<file path="config.mk">
export PLATFORM = sky130hd
export DESIGN_NAME = ir_fetch_decode
export DESIGN_NICKNAME = d
export VERILOG_FILES = /design/src/rtl/ir_fetch_decode_pkg.sv /design/src/rtl/ir_opdecode.sv /design/src/rtl/ir_fetch_decode.sv
export SDC_FILE = /design/constraint.sdc
export NUM_CORES = 1
export LEC_CHECK = 0
export ABC_AREA = 1
export CAP_MARGIN = 10
export CORE_UTILIZATION = 44
export DETAILED_ROUTE_END_ITERATION = 10
export GPL_ROUTABILITY_DRIVEN = 0
export PLACE_DENSITY_LB_ADDON = 0.15
export RECOVER_POWER = 25
export REMOVE_ABC_BUFFERS = 1
export SETUP_SLACK_MARGIN = 0.3
export SLEW_MARGIN = 20
export SYNTH_ARGS = -nofsm -noshare
export SYNTH_HDL_FRONTEND = slang
export SYNTH_SLANG_ARGS = --single-unit
</file>
<file path="constraint.sdc">
create_clock -name clk -period 3.3 [get_ports clk]
set_input_delay 0.66 -clock clk [delete_from_list [all_inputs] [get_ports clk]]
set_output_delay 0.66 -clock clk [all_outputs]
set_load 0.05 [all_outputs]
</file>
<file path="src/rtl/ir_fetch_decode_pkg.sv">
// ir_fetch_decode_pkg: opcode constants, FSM state encoding and IR field positions
package ir_fetch_decode_pkg;
  typedef enum logic [1:0] {IDLE = 2'd0, REQ = 2'd1, HOLD = 2'd2} state_t;
  localparam logic [3:0] OP_ADDI = 4'h4;
  localparam logic [3:0] OP_ANDI = 4'h5;
  localparam logic [3:0] OP_LW   = 4'h6;
  localparam logic [3:0] OP_SW   = 4'h7;
  localparam logic [3:0] OP_BEQ  = 4'h8;
  localparam logic [3:0] OP_BNE  = 4'h9;
  localparam int OP_LSB  = 12;
  localparam int RD_LSB  = 8;
  localparam int RS_LSB  = 4;
  localparam int RT_LSB  = 0;
  localparam int IMM_LSB = 0;
  localparam int FIELD_W = 4;
  localparam int IMM_W   = 8;
  function automatic logic sign_ext_op(input logic [3:0] op);
    return op inside {OP_ADDI, OP_LW, OP_SW, OP_BEQ, OP_BNE};
  endfunction
endpackage

</file>
<file path="src/rtl/ir_opdecode.sv">
// ir_opdecode: opcode -> extender mode; IR_ILLEGAL_TRAP_EN adds illegal-opcode flag for 0xC..0xF
module ir_opdecode
  import ir_fetch_decode_pkg::*;
(
  input  logic [3:0] opcode,
  output logic       extop
`ifdef IR_ILLEGAL_TRAP_EN
  ,
  output logic       illegal_op
`endif
);
`ifdef IR_ILLEGAL_TRAP_EN
  assign illegal_op = opcode[3] & opcode[2];
  assign extop = sign_ext_op(opcode) & ~illegal_op;
`else
  assign extop = sign_ext_op(opcode);
`endif
endmodule

</file>
<file path="src/rtl/ir_fetch_decode.sv">
// ir_fetch_decode: instruction fetch FSM with timeout and IR field decode; IR_ILLEGAL_TRAP_EN adds illegal output
module ir_fetch_decode
  import ir_fetch_decode_pkg::*;
#(
  parameter int TIMEOUT = 15
) (
  input  logic        clk,
  input  logic        rst_n,
  input  logic        fetch_start,
  input  logic [15:0] pc,
  output logic        imem_req,
  output logic [15:0] imem_addr,
  input  logic        imem_ack,
  input  logic [15:0] imem_rdata,
  output logic        ir_valid,
  output logic [15:0] ir_out,
  output logic [3:0]  opcode,
  output logic [3:0]  rd,
  output logic [3:0]  rs,
  output logic [3:0]  rt,
  output logic [7:0]  imm8,
  output logic        extop,
  output logic        busy,
  output logic        fetch_err
`ifdef IR_ILLEGAL_TRAP_EN
  ,
  output logic        illegal
`endif
);
  localparam logic [7:0] TO_LAST = 8'(TIMEOUT - 1);
  state_t state, state_d;
  logic [7:0] cnt, cnt_d;
  logic [15:0] addr_d, ir_d;
  logic err_d;
  always_ff @(posedge clk or negedge rst_n)
    if (!rst_n) begin
      state     <= IDLE;
      cnt       <= '0;
      imem_addr <= '0;
      ir_out    <= '0;
      fetch_err <= 1'b0;
    end else begin
      state     <= state_d;
      cnt       <= cnt_d;
      imem_addr <= addr_d;
      ir_out    <= ir_d;
      fetch_err <= err_d;
    end
  // ack is tested before the timeout so a coincident ack counts as success
  always_comb begin
    state_d = state;
    cnt_d   = cnt;
    addr_d  = imem_addr;
    ir_d    = ir_out;
    err_d   = fetch_err;
    if (state != REQ && fetch_start) begin
      state_d = REQ;
      cnt_d   = '0;
      addr_d  = pc;
      err_d   = 1'b0;
    end else if (state == REQ) begin
      if (imem_ack) begin
        state_d = HOLD;
        ir_d    = imem_rdata;
      end else if (cnt == TO_LAST) begin
        state_d = IDLE;
        err_d   = 1'b1;
      end else cnt_d = cnt + 8'd1;
    end
  end
  assign imem_req = state == REQ;
  assign busy     = state == REQ;
  assign ir_valid = state == HOLD;
  assign opcode   = ir_out[OP_LSB +: FIELD_W];
  assign rd       = ir_out[RD_LSB +: FIELD_W];
  assign rs       = ir_out[RS_LSB +: FIELD_W];
  assign rt       = ir_out[RT_LSB +: FIELD_W];
  assign imm8     = ir_out[IMM_LSB +: IMM_W];
`ifdef IR_ILLEGAL_TRAP_EN
  logic illegal_op;
  ir_opdecode u_dec (.opcode(opcode), .extop(extop), .illegal_op(illegal_op));
  assign illegal = ir_valid & illegal_op;
`else
  ir_opdecode u_dec (.opcode(opcode), .extop(extop));
`endif
endmodule
</file>
==> impl_metrics.py, run 1 <==
metrics = {
    "finish": {
        "fillers": 363,
        "finalInstanceArea_sq_um": 2980,
        "fin_nets": 337,
        "synthToLayoutAreaGrowth_pct": 41.7,
        "drive_gt1_share_pct": 10.7,
        "antenna_cells": 0,
    },
    "critical_path": {
        "crit_arrival_ns": 1.83,
        "r2r-start": "state[1]",
        "startpoint": "ir_out[12]",
        "crit_required_ns": 2.64,
        "crit_type": "reg2out",
        "end_kind": "primary output",
        "cp-start-kind": "flop",
        "crit_fanout": 3,
    },
    "placed_design": {
        "hpwl_um": 3160,
        "place_area_sq_um": 2890,
        "place_ws_ns": 0.776,
        "port_buffers": 96,
    },
    "grt": {
        "antenna_found_initial": 0,
        "grt_max_degree": 44,
        "grt_overflow": 0,
        "grt_first_pass_wirelength_um": 7360,
        "track_usage_pct": 18.7,
        "first_global_vias": 1582,
    },
    "floorplan": {
        "die_w_um": 71.1,
        "die_h_um": 71.1,
        "rows": 24,
        "start_util_pct": 47.0,
        "boundaryPins": 97,
        "core_sq_um": 4470,
        "dieArea_sq_um": 5060,
    },
    "sta": {
        "finClkSkew_ns": 0.00797,
        "worst_pin_slew_ns": 2.29,
        "finalHoldViolCount": 0,
        "fin_crit_sh_pct": 75.3,
        "fin_tns_setup_ns": 0,
        "slew_violations": 44,
        "setup_viol": 0,
        "fin_ws_ns": 0.815,
        "relSlewSlack_pct": -52.5,
        "fin_crit_ns": 2.49,
        "rsz0062_at_grt": "false",
        "hold_slack_ns": 0.481,
        "fmax_ghz": 0.402,
    },
    "synth": {
        "synth_cell_types": 26,
        "ys_ff_latch": 43,
        "ys_warn_count": 0,
        "netlist_instances": 227,
        "syn_avg_cell_area_sq_um": 9.26,
        "synth_area_sq_um": 2100,
        "seq_area_frac_synth_pct": 51.2,
    },
    "outcome": {
        "violations": "DRC, capacitance limit, slew limit",
        "outcome": "finished with violations",
    },
    "cts": {
        "insertion_delay_ns": 0.29,
        "postCtsSetupBuffers": 0,
        "clkSinkCount": 43,
        "cts_repair_resize_count": 0,
        "cts_root_buf": "clkbuf_8",
        "cts_tree": "built",
        "clock_path_buffers": 2,
        "path_clk_slew_ns": 0.08,
        "cts_hold_buf": 0,
        "cts_max_level": 2,
        "numCtsBuffers": 5,
    },
    "routing": {
        "wl_per_cell_um": 12.5,
        "antenna_left": 0,
        "vias": 1653,
        "drc": 5,
        "dr.pass1.iters": 7,
        "drt_iter0_markers": 67,
        "via_per_inst": 4.70,
        "drt_wl_total_um": 4400,
    },
    "run": {
        "cap_violations": 1,
    },
    "hold_path": {
        "hp-class": "reg2reg",
        "hold_start": "imem_addr[5]",
    },
}
kinds of logic after synthesis:
kind of cell	after synthesis	share of synthesized area [%]
AOI/OAI and AO/OA	12	2.98
xor gates and xnor gates	2	0.833
adders and majority gates	2	1.19
buffers and inverters	43	13.4
DFF	43	51.2
muxes	14	8.39
and+or+nand+nor	111	22.0
cells in the final DEF, fill, tap and decap left out:
master / instances
clkdlybuf4s50_1: 95
ha_1: 2
clkbuf_1: 1
nand4_1: 3
nand2_4: 1
clkinv_2: 1
inv_1: 9
mux2_4: 5
nand2_2: 2
xor2_1: 1
o21ai_0: 5
nor3_1: 2
clkinvlp_4: 2
o21ai_1: 4
a21oi_1: 2
or2_2: 1
buf_4: 1
dfrtp_1: 43
clkbuf_8: 5
xnor2_1: 1
inv_2: 2
nand3_1: 8
mux2_2: 9
nand3_2: 1
o31ai_1: 1
nand2_1: 82
nor2_1: 9
nor2_2: 2
worst max-delay path, cell delays in order (launching register included):
cell             delay (ns)
dfrtp_1                0.40
inv_1                  0.08
nor2_1                 0.04
o31ai_1                0.19
clkdlybuf4s50_1        0.84
area by class of cell:
class,count,area (sq um),area share (%)
clock inverters,3,20.0,0.672
well taps,52,65.1,2.18
multi-input cells,141,744,25.0
repair buffers,97,962,32.3
clock buffers,5,68.8,2.31
flip-flops and latches,43,1080,36.1
inverters,11,41.3,1.39
per-stage QoR:
stage / instances / util (%)
after CTS: 352 / 66.6
after global routing: 352 / 66.6
final: 352 / 66.6
after global placement: 344 / 64.6
after floorplan: 195 / -
after detailed placement: 344 / 64.6
cells in the mapped netlist (all sizes together):
master  count  share of area, %
nand2      85                16
dfrtp      43                51
buf        31                11
mux2       14               8.4
inv        11               2.0
nor2       11               2.2
nand3       9               2.4
o21ai       9               2.1
nand4       3              0.89
a21oi       2              0.48
ha          2               1.2
nor3        2              0.48
clkbuf      1              0.18
o31ai       1              0.36
or2         1              0.30
xnor2       1              0.42
xor2        1              0.42
flip-flops by register name, indices dropped and copies added, names as in the netlist:
| signal | flops |
|---|---|
| cnt | 8 |
| imem_addr | 16 |
| state | 2 |
| ir_out | 16 |
| fetch_err | 1 |
path summary, 6_finish.rpt:
check	endpoint	slack, ns	depth (start not counted)
min in group asynchronous	cnt[0]	1.04	1
worst max register to register	ir_out[11]	1.48	4
max in group asynchronous	ir_out[11]	0.95	1
worst max-delay path	extop	0.81	4
worst min-delay path	imem_addr[5]	0.48	2
worst min register to register	imem_addr[5]	0.48	2
metal layers:
| layer | part of all wire [%] | track usage, % | up-vias |
|---|---|---|---|
| li1 | - | - | 834 |
| met1 | 46 | 24.4 | 751 |
| met2 | 45 | 29.0 | 59 |
| met3 | 7.1 | 6.13 | 9 |
| met4 | 2.2 | 7.11 | 0 |
| met5 | 0 | 0 | - |
Power of run 1 is not shown: default switching activity piles up to over one toggle a cycle in this logic, so the estimate is an artifact.
==> inputs of run 2 (changes only) <==
--- a/config.mk
+++ b/config.mk
@@ -7,7 +7,7 @@
 export LEC_CHECK = 0
 export ABC_AREA = 1
 export CAP_MARGIN = 10
-export CORE_UTILIZATION = 44
+export CORE_UTILIZATION = 37
 export DETAILED_ROUTE_END_ITERATION = 10
 export GPL_ROUTABILITY_DRIVEN = 0
 export PLACE_DENSITY_LB_ADDON = 0.15
==> constraint.sdc (replaced) <==
create_clock -name clk -period 2.25 [get_ports clk]
set_input_delay 0.45 -clock clk [delete_from_list [all_inputs] [get_ports clk]]
set_output_delay 0.45 -clock clk [all_outputs]
set_load 0.05 [all_outputs]
==> impl_metrics.py, run 2 (synthesis gave the netlist of run 1 again) <==
metrics = {
    "routing": {
        "antenna_left": 0,
        "drt_iter0_markers": 100,
        "vias": 1657,
        "dr.pass1.iters": 4,
        "dr_wl_met2_um": 2260,
        "drc": 0,
        "wl_met1_um": 1900,
        "wl_met3_um": 168,
        "via_per_inst": 4.43,
        "drt_wl_total_um": 4410,
        "wl_per_cell_um": 11.8,
        "top_layer_used": "met4",
    },
    "placed_design": {
        "hpwl_um": 3240,
        "dp_cells": 367,
        "place_ws_ns": 0.382,
        "port_buffers": 96,
        "place_area_sq_um": 2940,
    },
    "critical_path": {
        "cp_num_buf_inv": 1,
        "cp-start-kind": "flop",
        "crit_required_ns": 1.80,
        "timing.reg2reg.setup_slack_ns": 0.73,
        "crit_family": "buffers and inverters",
        "slowest_stage": "clkdlybuf4s50_1",
        "reg2reg_depth": 8,
        "crit_arrival_ns": 1.45,
        "end_kind": "primary output",
        "cpPeakStageDelay_ns": 0.81,
        "cp_cell_sequence": "clkdlybuf4s50_1",
        "crit_type": "reg2out",
        "crit_fanout": 2,
        "crit_cells": 1,
    },
    "cts": {
        "clock_path_buffers": 2,
        "clkSinkCount": 43,
        "cts_max_level": 2,
        "cts_root_buf": "clkbuf_8",
        "cts_hold_buf": 0,
        "numCtsBuffers": 5,
        "cts_tree": "built",
        "path_clk_slew_ns": 0.08,
        "insertion_delay_ns": 0.29,
    },
    "finish": {
        "drive_gt1_share_pct": 11.3,
        "reg_top3": "imem_addr: 16 flops, ir_out: 16 flops, cnt: 8 flops",
        "fin_nets": 340,
        "finalInstanceArea_sq_um": 3020,
        "stdcell_count": 374,
        "fillers": 545,
        "layout_commonest_cell": "nand2_1",
        "antenna_cells": 0,
        "layout_common_cells": "nand2_1 (82), dfrtp_1 (43), clkdlybuf4s50_1 (37), dlygate4sd2_1 (33), dlymetal6s2s_1 (22)",
        "synthToLayoutAreaGrowth_pct": 43.6,
    },
    "floorplan": {
        "boundaryPins": 97,
        "core_sq_um": 5510,
        "start_util_pct": 38.2,
        "die_w_um": 77.4,
        "die_h_um": 77.4,
        "rows": 27,
        "dieArea_sq_um": 5990,
    },
    "sta": {
        "fmax_ghz": 0.525,
        "slew_violations": 0,
        "fin_crit_ns": 1.90,
        "relSlewSlack_pct": 26.9,
        "finClkSkew_ns": 0.00817,
        "worst_pin_slew_ns": 1.10,
        "fin_crit_sh_pct": 84.6,
        "hold_slack_ns": 0.338,
        "fin_ws_ns": 0.347,
        "rsz0062_at_grt": "false",
        "finalHoldViolCount": 0,
        "setup_viol": 0,
    },
    "grt": {
        "grt_first_pass_wirelength_um": 7510,
        "antenna_found_initial": 0,
        "grt_overflow": 0,
        "track_usage_pct": 16.0,
        "first_global_vias": 1675,
        "grt_max_degree": 26,
    },
    "hold_path": {
        "hp-class": "in2async",
    },
    "run": {
        "cap_violations": 0,
    },
    "outcome": {
        "outcome": "finished, final reports clean",
    },
}
[run 2: cell types whose count changed in the layout (fill, tap and decap cells not counted), sizes merged]
cell,before,now
buf,1,3
clkbuf,6,9
clkdlybuf4s15,0,1
clkdlybuf4s50,95,37
clkinv,1,2
clkinvlp,2,0
dlygate4sd2,0,33
dlymetal6s2s,0,22
[run 2: stage by stage]
step | util [%] | TNS [ns]
3_3_place_gp | 53.3 | 0
2_1_floorplan | - | -0.500
4_1_cts | 54.0 | 0
6_report | 54.8 | 0
5_1_grt | 54.8 | 0
3_5_place_dp | 53.3 | 0
[run 2: layout make-up]
type	count	area (sq um)	area share (%)
Clock buffer	5	68.8	2.28
Clock inverter	2	13.8	0.456
Inverter	11	41.3	1.37
Multi-Input combinational cell	141	744	24.7
Sequential cell	43	1080	35.7
Tap cell	72	90.1	2.99
Timing Repair Buffer	100	983	32.6
[run 2: path summary, 6_finish.rpt]
path	start	endpoint
worst min-delay path	rst_n	cnt[3]
worst min register to register	imem_addr[0]	imem_addr[0]
max in group asynchronous	rst_n	ir_out[2]
worst max-delay path	imem_addr[1]	imem_addr[1]
min in group clk	imem_addr[0]	imem_addr[0]
worst max register to register	cnt[0]	cnt[7]
[run 2: layer usage]
layer / up-vias / GRT usage, %
li1: 836 / -
met1: 780 / 18.4
met2: 34 / 27.4
met3: 7 / 3.76
met4: 0 / 8.30
met5: - / 0
[run 2: repair_timing]
action                                  4_1_cts  5_1_grt
endpoints found under the setup margin       37       24
pin swaps                                     0        0
gates cloned                                  0        0
endpoints found under the hold margin         0        0
gates resized for setup                      35       25
setup buffers                                 0        0
Power of run 2 is left out for the same reason.
